[config.mk]
export PLATFORM = sky130hd
export DESIGN_NAME = branch_perf_monitor
export DESIGN_NICKNAME = d
export VERILOG_FILES = /design/src/rtl/branch_perf_monitor.sv
export SDC_FILE = /design/constraint.sdc
export NUM_CORES = 1
export LEC_CHECK = 0
export ABC_AREA = 1
export ABC_CLOCK_PERIOD_IN_PS = 11050
export CORE_MARGIN = 2
export CORE_UTILIZATION = 45
export DETAILED_ROUTE_END_ITERATION = 6
export PLACE_DENSITY = 0.72
export SKIP_LAST_GASP = 1
export SYNTH_ARGS = -nofsm -noshare
export SYNTH_HDL_FRONTEND = slang
export SYNTH_SLANG_ARGS = --single-unit
[constraint.sdc]
create_clock -name clk -period 11.05 [get_ports clk]
set_input_delay 2.21 -clock clk [delete_from_list [all_inputs] [get_ports clk]]
set_output_delay 2.21 -clock clk [all_outputs]
set_load 0.02 [all_outputs]
[src/rtl/branch_perf_monitor.sv]
// Branch-predictor event counters with a halt-triggered serial divider that
// turns the frozen counts into integer success percentages.
module branch_perf_monitor #(
    parameter int CNT_W = 32,
    parameter int PCT_W = 7
) (
    input  logic             clk,
    input  logic             reset,
    input  logic             branch_valid,
    input  logic             flush,
    input  logic             skip_en,
    input  logic             skip_flush,
    input  logic             halt,
    output logic             halt_rise,
    output logic [CNT_W-1:0] branch_inst_cnt,
    output logic [CNT_W-1:0] flush_cnt,
    output logic [CNT_W-1:0] skip_en_cnt,
    output logic [CNT_W-1:0] skip_flush_cnt,
    output logic [PCT_W-1:0] rate_all,
    output logic [PCT_W-1:0] rate_skip,
    output logic             rate_valid,
    output logic [1:0]       div0,
    output logic             busy
);

    // Dividend is count*100, which needs 7 extra bits over the counter width.
    localparam int NUM_W  = CNT_W + 7;
    localparam int STEP_W = $clog2(NUM_W);
    localparam logic [CNT_W-1:0]  CNT_MAX   = '1;
    localparam logic [STEP_W-1:0] STEP_LAST = STEP_W'(NUM_W - 1);

    typedef enum logic [1:0] {IDLE, DIV_ALL, DIV_SKIP, DONE} state_t;

    state_t            state_q;
    logic              halt_q, halt_rise_q, frozen_q;
    logic [CNT_W-1:0]  branch_cnt_q, flush_cnt_q, skip_cnt_q, skip_flush_cnt_q;
    logic [PCT_W-1:0]  rate_all_q, rate_skip_q;
    logic              rate_valid_q, busy_q;
    logic [1:0]        div0_q;
    logic [STEP_W-1:0] step_q;
    logic [CNT_W-1:0]  rem_q, dvsr_q;
    logic [NUM_W-1:0]  dq_q;

    logic              cnt_en;
    logic [CNT_W-1:0]  good_all, good_skip;
    logic [NUM_W-1:0]  num_all, num_skip;
    logic [CNT_W:0]    rem_sh, rem_sub;
    logic              q_bit;
    logic [CNT_W-1:0]  rem_d;
    logic [NUM_W-1:0]  dq_d;

    // Events in the halt_rise cycle are dropped; after it the counts are frozen.
    assign cnt_en = ~frozen_q & ~halt_rise_q;

    // Successful predictions, clamped at zero when flushes outnumber branches.
    assign good_all  = (branch_cnt_q > flush_cnt_q) ? branch_cnt_q - flush_cnt_q : '0;
    assign good_skip = (skip_cnt_q > skip_flush_cnt_q) ? skip_cnt_q - skip_flush_cnt_q : '0;
    assign num_all   = NUM_W'(good_all)  * NUM_W'(100);
    assign num_skip  = NUM_W'(good_skip) * NUM_W'(100);

    // One restoring-divide step: dividend bits shift out of dq_q's top while
    // quotient bits shift in at the bottom.
    always_comb begin
        rem_sh  = {rem_q, dq_q[NUM_W-1]};
        rem_sub = rem_sh - {1'b0, dvsr_q};
        q_bit   = (rem_sh >= {1'b0, dvsr_q});
        rem_d   = q_bit ? rem_sub[CNT_W-1:0] : rem_sh[CNT_W-1:0];
        dq_d    = {dq_q[NUM_W-2:0], q_bit};
    end

    // Halt edge detector and the sticky freeze flag.
    always_ff @(posedge clk or posedge reset) begin
        if (reset) begin
            halt_q      <= 1'b0;
            halt_rise_q <= 1'b0;
            frozen_q    <= 1'b0;
        end else begin
            halt_q      <= halt;
            halt_rise_q <= halt & ~halt_q;
            frozen_q    <= frozen_q | halt_rise_q;
        end
    end

    // Four independent saturating event counters.
    always_ff @(posedge clk or posedge reset) begin
        if (reset) begin
            branch_cnt_q     <= '0;
            flush_cnt_q      <= '0;
            skip_cnt_q       <= '0;
            skip_flush_cnt_q <= '0;
        end else if (cnt_en) begin
            if (branch_valid && branch_cnt_q != CNT_MAX)
                branch_cnt_q <= branch_cnt_q + 1'b1;
            if (flush && flush_cnt_q != CNT_MAX)
                flush_cnt_q <= flush_cnt_q + 1'b1;
            if (skip_en && skip_cnt_q != CNT_MAX)
                skip_cnt_q <= skip_cnt_q + 1'b1;
            if (skip_flush && skip_flush_cnt_q != CNT_MAX)
                skip_flush_cnt_q <= skip_flush_cnt_q + 1'b1;
        end
    end

    // Rate FSM: two fixed-length divides back to back. A zero divisor still
    // runs the full step count so latency never depends on the data.
    always_ff @(posedge clk or posedge reset) begin
        if (reset) begin
            state_q      <= IDLE;
            busy_q       <= 1'b0;
            rate_valid_q <= 1'b0;
            rate_all_q   <= '0;
            rate_skip_q  <= '0;
            div0_q       <= 2'b00;
            step_q       <= '0;
            rem_q        <= '0;
            dvsr_q       <= '0;
            dq_q         <= '0;
        end else begin
            case (state_q)
                IDLE, DONE: begin
                    if (halt_rise_q) begin
                        state_q      <= DIV_ALL;
                        busy_q       <= 1'b1;
                        rate_valid_q <= 1'b0;
                        step_q       <= '0;
                        rem_q        <= '0;
                        dq_q         <= num_all;
                        dvsr_q       <= branch_cnt_q;
                    end
                end
                DIV_ALL: begin
                    rem_q  <= rem_d;
                    dq_q   <= dq_d;
                    step_q <= step_q + 1'b1;
                    if (step_q == STEP_LAST) begin
                        rate_all_q <= (dvsr_q == '0) ? '0 : dq_d[PCT_W-1:0];
                        div0_q[0]  <= (dvsr_q == '0);
                        state_q    <= DIV_SKIP;
                        step_q     <= '0;
                        rem_q      <= '0;
                        dq_q       <= num_skip;
                        dvsr_q     <= skip_cnt_q;
                    end
                end
                DIV_SKIP: begin
                    rem_q  <= rem_d;
                    dq_q   <= dq_d;
                    step_q <= step_q + 1'b1;
                    if (step_q == STEP_LAST) begin
                        rate_skip_q  <= (dvsr_q == '0) ? '0 : dq_d[PCT_W-1:0];
                        div0_q[1]    <= (dvsr_q == '0);
                        state_q      <= DONE;
                        busy_q       <= 1'b0;
                        rate_valid_q <= 1'b1;
                    end
                end
                default: state_q <= IDLE;
            endcase
        end
    end

    assign halt_rise       = halt_rise_q;
    assign branch_inst_cnt = branch_cnt_q;
    assign flush_cnt       = flush_cnt_q;
    assign skip_en_cnt     = skip_cnt_q;
    assign skip_flush_cnt  = skip_flush_cnt_q;
    assign rate_all        = rate_all_q;
    assign rate_skip       = rate_skip_q;
    assign rate_valid      = rate_valid_q;
    assign div0            = div0_q;
    assign busy            = busy_q;

endmodule
==> results of run 1 <==
-- kinds of logic (layout without fill, tap and decap cells) --
group	after synthesis	in the layout	synth area share [%]
buffers and inverters	959	1110	12.8
adder cells (fa/ha/maj)	362	362	16.8
XOR/XNOR	173	173	5.13
AO/OA/AOI/OAI	478	478	8.94
AND/OR/NAND/NOR	2345	2345	34.3
flip-flops	260	260	22.0
-- flip-flops by register name, indices dropped and copies added (netlist names), 2 cells and up --
signal / count
dvsr_q: 32
div0: 2
rate_all: 7
skip_en_cnt: 32
rem_q: 32
dq_q: 39
step_q: 6
branch_inst_cnt: 32
flush_cnt: 32
skip_flush_cnt: 32
state_q: 2
rate_skip: 7
-- path summary, 6_finish.rpt --
kind | from | to | slack, ns | cells past startpoint
worst min register to register | halt_q$_DFF_PP0_ | halt_rise$_DFF_PP0_ | 0.41 | 1
worst max-delay path | skip_en_cnt[0]$_DFFE_PP0P_ | dq_q[22]$_DFFE_PP0P_ | 5.33 | 33
max in group asynchronous | reset | flush_cnt[29]$_DFFE_PP0P_ | 7.47 | 3
worst min-delay path | halt_q$_DFF_PP0_ | halt_rise$_DFF_PP0_ | 0.41 | 1
min in group asynchronous | reset | rem_q[24]$_DFFE_PP0P_ | 2.18 | 2
worst max register to register | skip_en_cnt[0]$_DFFE_PP0P_ | dq_q[22]$_DFFE_PP0P_ | 5.33 | 33
-- cell usage in the layout (no fill, tap or decap), types with 129 or more instances in the layout --
cell and n:
nand2_1 1375, inv_1 853, nor2_1 402, ha_1 305
dfrtp_1 260, nand3_1 253, a21oi_1 166, o21ai_0 162
clkdlybuf4s50_1 153, xor2_1 129
-- per-stage QoR --
step / area (um2) / power (mW) / instances / hold WS, ns
floorplan: 29500 / 5.51 / 4577 / 0.376
global placement: 31800 / 6.91 / 5519 / 0.388
detailed placement: 31800 / 6.96 / 5519 / 0.405
CTS: 33000 / 8.23 / 5583 / 0.412
global route: 33000 / 9.16 / 5583 / 0.413
finish: 33000 / 8.24 / 5583 / 0.406
-- final cells by class --
class | count | area (um2)
inverter | 886 | 3340
timing repair buffer | 160 | 1600
clock inverter | 23 | 278
multi-input combinational | 3358 | 19200
clock buffer | 41 | 940
fill | 6725 | 31700
sequential | 260 | 6510
tap | 855 | 1070
-- power breakdown --
group          switching, mW  total (mW)  internal, mW
clock network          0.491        1.21         0.716
logic                   3.78        5.67          1.89
registers              0.191        1.36          1.17
-- per-layer routing --
metal  global-route usage, %  wire (um)  up-vias
li1                        -          -    14600
met1                    39.1      43800    13500
met2                    46.5      42300     1056
met3                    4.75       7330      194
met4                    9.70       3240        0
met5                       0          0        -
==> metrics.md, run 1 <==
| Metric | Value |
|---|---|
| Status | finished, violations left |
| Violated checks | design-rule violations |
| Post-synth EDFFs | 0 |
| Area Growth Syn to Fin | 11.7% |
| Post-synthesis async set-or-reset flop share | 100% |
| Synthesized instance count | between 4k and 5k |
| Final setup violation count | 0 |
| CP max FO | 18 |
| Hpwl dp | 79.3 mm |
| Clock Skews | 0.0220 ns |
| Via count | between 20k and 30k |
| Synth top area share | 22.0% |
| RSZ-0062 raised after global routing | false |
| Initial Util | 45.6% |
| Worst setup margin | 5.33 ns |
| Total track usage | roughly 29% |
| PwrDens | 250 nW/um2 |
| Post-synth top cells | nand2_1, inv_1, nor2_1 |
| Post-DRT Antenna Nets | 0 |
| Port Buffer Count | 153 |
| Worst slew pin tran | roughly 1.1 ns |
| Ranking of synthesized cells by area | dfrtp_1, nand2_1, ha_1, inv_1, nor2_1 |
| Fmax | ~170 MHz |
| Die Ht | approximately 260 um |
| Yosys reg bits | 260 |
| Number of antenna diodes | 0 |
| CP Capture Type | register |
| CP required | 11.50 ns |
| Remaining Overflow, GRT | 0 |
| Worst Setup Slack post-DPL | 5.32 ns |
| Sequential-to-total area share from yosys stat | 22.0% |
| Final GP Congestion | 1.01 |
| Number of CTS-inserted buffers | 35 |
| Peak supply drop | 0.000164 V |
| FP Rows | 93 |
| YS warnings | 0 |
| Fraction of layout cells with a size suffix above 1 | ~4.0% |
| Tmin final | 5.72 ns |
| Most used cell, CP | inv_1 |
| H-tree levels | 2 |
| Pleak | 17.9 nW |
| Post-synth top flop | dfrtp_1 |
| Drt total wl | 96.7 mm |
| Rel. slew slack | 29.8% |
| Final Hold Fails | 0 |
| Post-synth top area cell | dfrtp_1 |
| CP Class | reg -> reg |
| Core area | between 60000 and 70000 um2 |
| CTS tree | built |
| DIE AREA | 67700 um2 |
| CP bufs+invs | 8 |
| Worst skew pair latency | around 0.56 ns |
| DR WL/cell | 17.3 um |
| CTS sink cnt | 260 |
| Top cell family by delay on the critical path | adder cells |
| Largest net degree at the start of global routing | 150 |
| Syn_area_per_cell | 6.45 um2 |
| # IOs | 154 |
| Worst setup SP type | register |
| Clk buf depth | 3 |
| CTS resizes | 0 |
| Vias in the first global route | between 20k and 30k |
| Most numerous cell in the Yosys netlist | nand2_1 |
| Die extent in x | around 260 um |
| DRT iter0 DRCs | 2460 |
| Clock transition at path regs | around 0.060 ns |
| Slowest-stage cell, CP | dfrtp_1 |
| Hold WC Path Type | reg -> reg |
| CP arrival | 6.17 ns |
| Slew Limit Fails | 0 |
| Maxcap violations | 0 |
| Initial antenna violation count | 0 |
| Finished Core Util | 51.0% |
| Clock tree root driver cell | clkbuf_16 |
| Layout Nets | 5070 |
| # DRC | 1 |
| Syn_nets | 4946 |
| First-pass GRT wire length | 154 mm |
| Vias/cell | ~5.3 |
| Netlist Area Pre-Place | 29500 um2 |
| Synth cell types | 52 |
| Setup TNS | 0 ns |
| Post-CTS Setup Bufs | 0 |
| Crit share post-route | between 50% and 60% |
| Critical path's largest stage delay | 0.52 ns |
| CTS Hold Buffers Added | 0 |
| DR pass1 iterations | 7 |
(Power assumes the default switching activity.)
==> run 2, diff against run 1 <==
--- a/config.mk
+++ b/config.mk
@@ -6,7 +6,7 @@
 export NUM_CORES = 1
 export LEC_CHECK = 0
 export ABC_AREA = 1
-export ABC_CLOCK_PERIOD_IN_PS = 11050
+export ABC_CLOCK_PERIOD_IN_PS = 5600
 export CORE_MARGIN = 2
 export CORE_UTILIZATION = 45
 export DETAILED_ROUTE_END_ITERATION = 6
==> constraint.sdc (replaced) <==
create_clock -name clk -period 5.6 [get_ports clk]
set_input_delay 1.12 -clock clk [delete_from_list [all_inputs] [get_ports clk]]
set_output_delay 1.12 -clock clk [all_outputs]
set_load 0.02 [all_outputs]
==> run 2 against run 1 <==
Against the previous run:
- the run now ends clean
- sequential share of layout area fell by 0.63 points
- power grew 100%
- clock power increased by 88%
- combinational power is 100% higher
- core utilization grew 1.7 points
- count of clock-buffer cells in the layout increased by 11
- register-to-register slack worse by 4.9 ns
- critical path depth decreased by 4
==> metrics.md, run 2 (same netlist as run 1, synthesis figures left out) <==
| Metric | Value |
|---|---|
| Maxcap violations | 0 |
| CP arrival | 5.64 ns |
| Worst setup margin | 0.396 ns |
| Hold path cells | 1 |
| H-tree levels | 2 |
| CP Class | reg -> reg |
| Clock transition at path regs | approximately 0.060 ns |
| Worst setup SP type | register |
| Initial Util | 45.6% |
| Total track usage | 29.6% |
| Die extent in x | about 260 um |
| DIE AREA | 67700 um2 |
| Net Sw Power | 8.86 mW |
| Largest net degree at the start of global routing | 78 |
| Vias/cell | 5.27 |
| First-pass GRT wire length | 158 mm |
| Internal | 7.62 mW |
| Initial antenna violation count | 1 |
| Clk buf depth | 3 |
| Die Ht | 260 um |
| Hpwl dp | 82.5 mm |
| Critical path's largest stage delay | ~0.49 ns |
| Rel. slew slack | about 28% |
| CP max FO | 5 |
| Fraction of layout cells with a size suffix above 1 | 7.17% |
| CTS Hold Buffers Added | 0 |
| DR pass1 iterations | 6 |
| Slew Limit Fails | 0 |
| Port Buffer Count | 153 |
| Clock Skews | roughly 0.034 ns |
| # DRC | 0 |
| Clock tree root driver cell | clkbuf_16 |
| CTS tree | built |
| Drt total wl | about 100 mm |
| Commonest non-fill, non-tap cell in the layout | nand2_1 |
| Tmin final | roughly 5.2 ns |
| Vias in the first global route | 28.9k |
| Number of CTS-inserted buffers | 34 |
| Worst slew pin tran | 1.08 ns |
| PwrDens | ~480 nW/um2 |
| Via count | 30.1k |
| CP required | 6.04 ns |
| Hold WC Path Type | reg -> reg |
| Switch share | 53.8% |
| Status | finished, final reports clean |
| CTS sink cnt | 260 |
| Fmax | about 190 MHz |
| Layout Nets | 5198 |
| CP Capture Type | register |
| Final setup violation count | 0 |
| RSZ-0062 raised after global routing | true |
| Peak supply drop | around 0.00045 V |
| Core area | 64700 um2 |
| Area Growth Syn to Fin | 15.4% |
| Max reg flops | 39 |
| Fillers | 6635 |
| Worst Setup Slack post-DPL | 0.208 ns |
| Remaining Overflow, GRT | 0 |
| Fin area | 34100 um2 |
| Number of antenna diodes | 0 |
| Clock power share | 13.8% |
| Final Hold Fails | 0 |
| Comb pwr share | 70.4% |
| Commonest cells after routing, fill and taps aside | nand2_1, inv_1, nor2_1 |
| Slowest-stage cell, CP | fa_1 |
| Crit share post-route | 92.9% |
| FP Rows | 93 |
| Pleak | around 19 nW |
| Reg2Reg Setup Slack | roughly 0.40 ns |
| # IOs | 154 |
| Largest Register | dq_q |
| Post-DRT Antenna Nets | 0 |
| DR WL/cell | between 15 and 20 um |
| Pwr Total | 16.5 mW |
| Placed Area | 32700 um2 |
| Most used cell, CP | nand2_1 |
| Sequential power share | 15.8% |
| Worst skew pair latency | 0.56 ns |
| DRT iter0 DRCs | about 2.7k |
| Final GP Congestion | 1.08 |
| Reg2Reg Depth | 29 |
run 2: metal layers:
layer / global-route usage [%] / up-vias / wire length, um
met5: 0 / - / 0
met4: 9.63 / 0 / 3340
met3: 4.63 / 200 / 8750
met2: 47.8 / 1166 / 43900
met1: 40.5 / 13800 / 44200
li1: - / 14900 / -
run 2: worst max-delay path, delay by kind of cell, from the launching register on:
family	cells	cell delay [ns]
DFF	1	0.46
buffers and inverters	7	0.64
adders and majority gates	5	1.77
AOI/OAI and AO/OA	1	0.19
and+or+nand+nor	16	2.00
run 2: stage by stage:
step	util [%]	TNS [ns]	instances	hold slack, ns
after floorplan	-	0	4577	0.376
after CTS	52.3	0	5699	0.397
after detailed placement	50.5	0	5639	0.404
final	52.7	0	5708	0.394
after global placement	50.5	0	5639	0.390
after global routing	52.7	-0.0394	5708	0.417
run 2: final timing paths:
path	endpoint	from
min reg2reg	halt_rise$_DFF_PP0_	halt_q$_DFF_PP0_
min	halt_rise$_DFF_PP0_	halt_q$_DFF_PP0_
min in group asynchronous	dvsr_q[27]$_DFFE_PP0P_	reset
max	dq_q[34]$_DFFE_PP0P_	skip_flush_cnt[14]$_DFFE_PP0P_
max in group asynchronous	flush_cnt[17]$_DFFE_PP0P_	reset
max reg2reg	dq_q[34]$_DFFE_PP0P_	skip_flush_cnt[14]$_DFFE_PP0P_
run 2: final cells by class:
cell class              count  area [um2]  area share (%)
repair buffers            289        2610            7.65
well taps                 855        1070            3.14
flip-flops and latches    260        6510            19.1
clock inverters             8         124           0.364
multi-input cells        3358       19400            56.9
clock buffers              52        1020            2.99
inverters                 886        3340            9.82
run 2: power by group through the flow:
stage                     logic, mW  registers, mW  clock network (mW)
after floorplan                8.20           2.68                   0
after global placement         11.1           2.61                   0
after detailed placement       11.3           2.61                   0
after CTS                      11.4           2.58                2.30
after global routing           13.3           2.63                2.38
final                          11.6           2.60                2.28
run 2: repair_timing:
action / in CTS / in global routing
setup buffers: 0 / 9
endpoints found under the setup margin: 0 / 22
gates resized for setup: 0 / 51
==> run 3, diff against run 2 <==
==> constraint.sdc (replaced) <==
create_clock -name clk -period 5.6 [get_ports clk]
set_input_delay 1.12 -clock clk [delete_from_list [all_inputs] [get_ports clk]]
set_output_delay 1.12 -clock clk [all_outputs]
set_load 0.01 [all_outputs]
==> run 3 against run 2 <==
Against the previous run:
- core utilization down 0.39 points
- die area unchanged
- routed wire length shrank 0.69%
- largest cell class unchanged
==> metrics.md, run 3 (same netlist as run 1, synthesis figures left out) <==
| Metric | Value |
|---|---|
| Status | finished, final reports clean |
| CP required | between 6 and 7 ns |
| Switch share | 54.0% |
| Comb pwr share | 70.2% |
| # DRC | 0 |
| CTS tree | built |
| Final Hold Fails | 0 |
| PwrDens | approximately 480 nW/um2 |
| CTS Hold Buffers Added | 0 |
| Clock tree root driver cell | clkbuf_16 |
| Number of antenna diodes | 0 |
| Fmax | between 150 and 200 MHz |
| Largest Register | dq_q |
| Initial Util | 45.6% |
| DR pass1 iterations | 7 |
| Setup TNS | 0 ns |
| Sequential power share | between 15 and 20% |
| Rel. slew slack | 31.3% |
| CP Class | reg -> reg |
| Worst setup margin | ~0.33 ns |
| CTS sink cnt | 260 |
| Net Sw Power | 8.73 mW |
| Hold WS | a little under 0.4 ns |
| Clock power share | between 10 and 15% |
| Clock Skews | between 0.03 and 0.04 ns |
| Clk buf depth | 3 |
| Die Ht | around 260 um |
| Fraction of layout cells with a size suffix above 1 | 6.68% |
| Fin area | 33800 um2 |
| Vias/cell | 5.27 |
| First-pass GRT wire length | roughly 160 mm |
| Hold WC Path Type | reg -> reg |
| Worst slew pin tran | ~1.0 ns |
| Core area | ~65000 um2 |
| Die extent in x | 260 um |
| Worst setup SP type | register |
| Dpl cells | 5633 |
| Port Buffer Count | roughly 150 |
| Critical path's largest stage delay | 0.50 ns |
| Via count | about 30k |
| Slowest-stage cell, CP | fa_1 |
| Commonest non-fill, non-tap cell in the layout | nand2_1 |
| Commonest cells after routing, fill and taps aside | nand2_1, inv_1, nor2_1 |
| DR WL/cell | about 17 um |
| CP arrival | approximately 5.7 ns |
| Largest net degree at the start of global routing | 138 |
| Area Growth Syn to Fin | 14.5% |
| Pleak | between 15 and 20 nW |
| Hpwl dp | 82.3 mm |
| FP Rows | between 90 and 100 |
| Post-DRT Antenna Nets | 0 |
| Peak supply drop | 0.000288 V |
| Worst Setup Slack post-DPL | 0.196 ns |
| RSZ-0062 raised after global routing | true |
| DRT iter0 DRCs | 2696 |
| Layout Nets | 5184 |
| Crit share post-route | 94.1% |
| Maxcap violations | 0 |
| Slew Limit Fails | 0 |
| Max reg flops | 39 |
| DIE AREA | 67700 um2 |
| Total track usage | 29.5% |
| Drt total wl | 99.6 mm |
| Placed Area | roughly 33000 um2 |
| Clock transition at path regs | roughly 0.06 ns |
| Tmin final | 5.27 ns |
| # IOs | 154 |
| Final Instance Count excl. Fillers | around 5.7k |
| Most used cell, CP | nand2_1 |
| Fillers | 6659 |
| Final GP Congestion | about 1.1 |
| Number of CTS-inserted buffers | 34 |
| H-tree levels | 2 |
| Worst skew pair latency | 0.58 ns |
| CP max FO | 16 |
| CP Capture Type | register |
| Initial antenna violation count | 0 |
| Final setup violation count | 0 |
| Remaining Overflow, GRT | 0 |
| Vias in the first global route | 28.9k |
| Internal | 7.45 mW |
## run 3: layout make-up
cell class / instances / area (um2) / share of cell area [%]
clock inverter: 14 / 188 / 0.555
multi-input combinational: 3358 / 19300 / 57.1
tap: 855 / 1070 / 3.16
sequential: 260 / 6510 / 19.3
clock buffer: 45 / 922 / 2.73
inverter: 886 / 3340 / 9.88
timing repair buffer: 275 / 2460 / 7.27
## run 3: metal layers
layer | share of wire, % | vias up | global-route usage (%)
li1 | - | 14900 | -
met1 | 44 | 13800 | 39.8
met2 | 44 | 1128 | 48.4
met3 | 8.1 | 216 | 4.74
met4 | 3.4 | 0 | 8.84
met5 | 0 | - | 0
## run 3: power by group through the flow
stage	clock [mW]	combinational, mW	sequential (mW)
2_1_floorplan	0	8.20	2.60
3_3_place_gp	0	11.0	2.60
3_5_place_dp	0	11.1	2.61
4_1_cts	2.25	11.2	2.58
5_1_grt	2.33	13.0	2.63
6_report	2.24	11.3	2.59
## run 3: repair_timing
| action | CTS | global route |
|---|---|---|
| endpoints found under the setup margin | 0 | 21 |
| gates resized for setup | 0 | 33 |
| buffers inserted | 0 | 1 |
## run 3: path summary, 6_finish.rpt
kind                                                 from                              to  slack, ns  cells past startpoint
worst max register to register  flush_cnt[15]$_DFFE_PP0P_            dq_q[21]$_DFFE_PP0P_       0.33                     28
worst min register to register           halt_q$_DFF_PP0_             halt_rise$_DFF_PP0_       0.40                      1
max in group asynchronous                           reset        flush_cnt[7]$_DFFE_PP0P_       3.27                      3
worst min-delay path                     halt_q$_DFF_PP0_             halt_rise$_DFF_PP0_       0.40                      1
min in group asynchronous                           reset  skip_flush_cnt[20]$_DFFE_PP0P_       1.02                      2
worst max-delay path            flush_cnt[15]$_DFFE_PP0P_            dq_q[21]$_DFFE_PP0P_       0.33                     28
## run 3: per-stage QoR
step / power, mW / util, %
4_1_cts: 16.1 / 52.1
3_5_place_dp: 13.7 / 50.4
5_1_grt: 18.0 / 52.3
2_1_floorplan: 10.8 / -
3_3_place_gp: 13.6 / 50.4
6_report: 16.2 / 52.3
## run 3: critical path: cells and delay by family (launching register included)
kind | cells | cell delay (ns)
flops | 1 | 0.41
fa+ha+maj | 5 | 1.82
simple gates | 15 | 2.04
compound gates | 3 | 0.42
buf+inv | 5 | 0.46
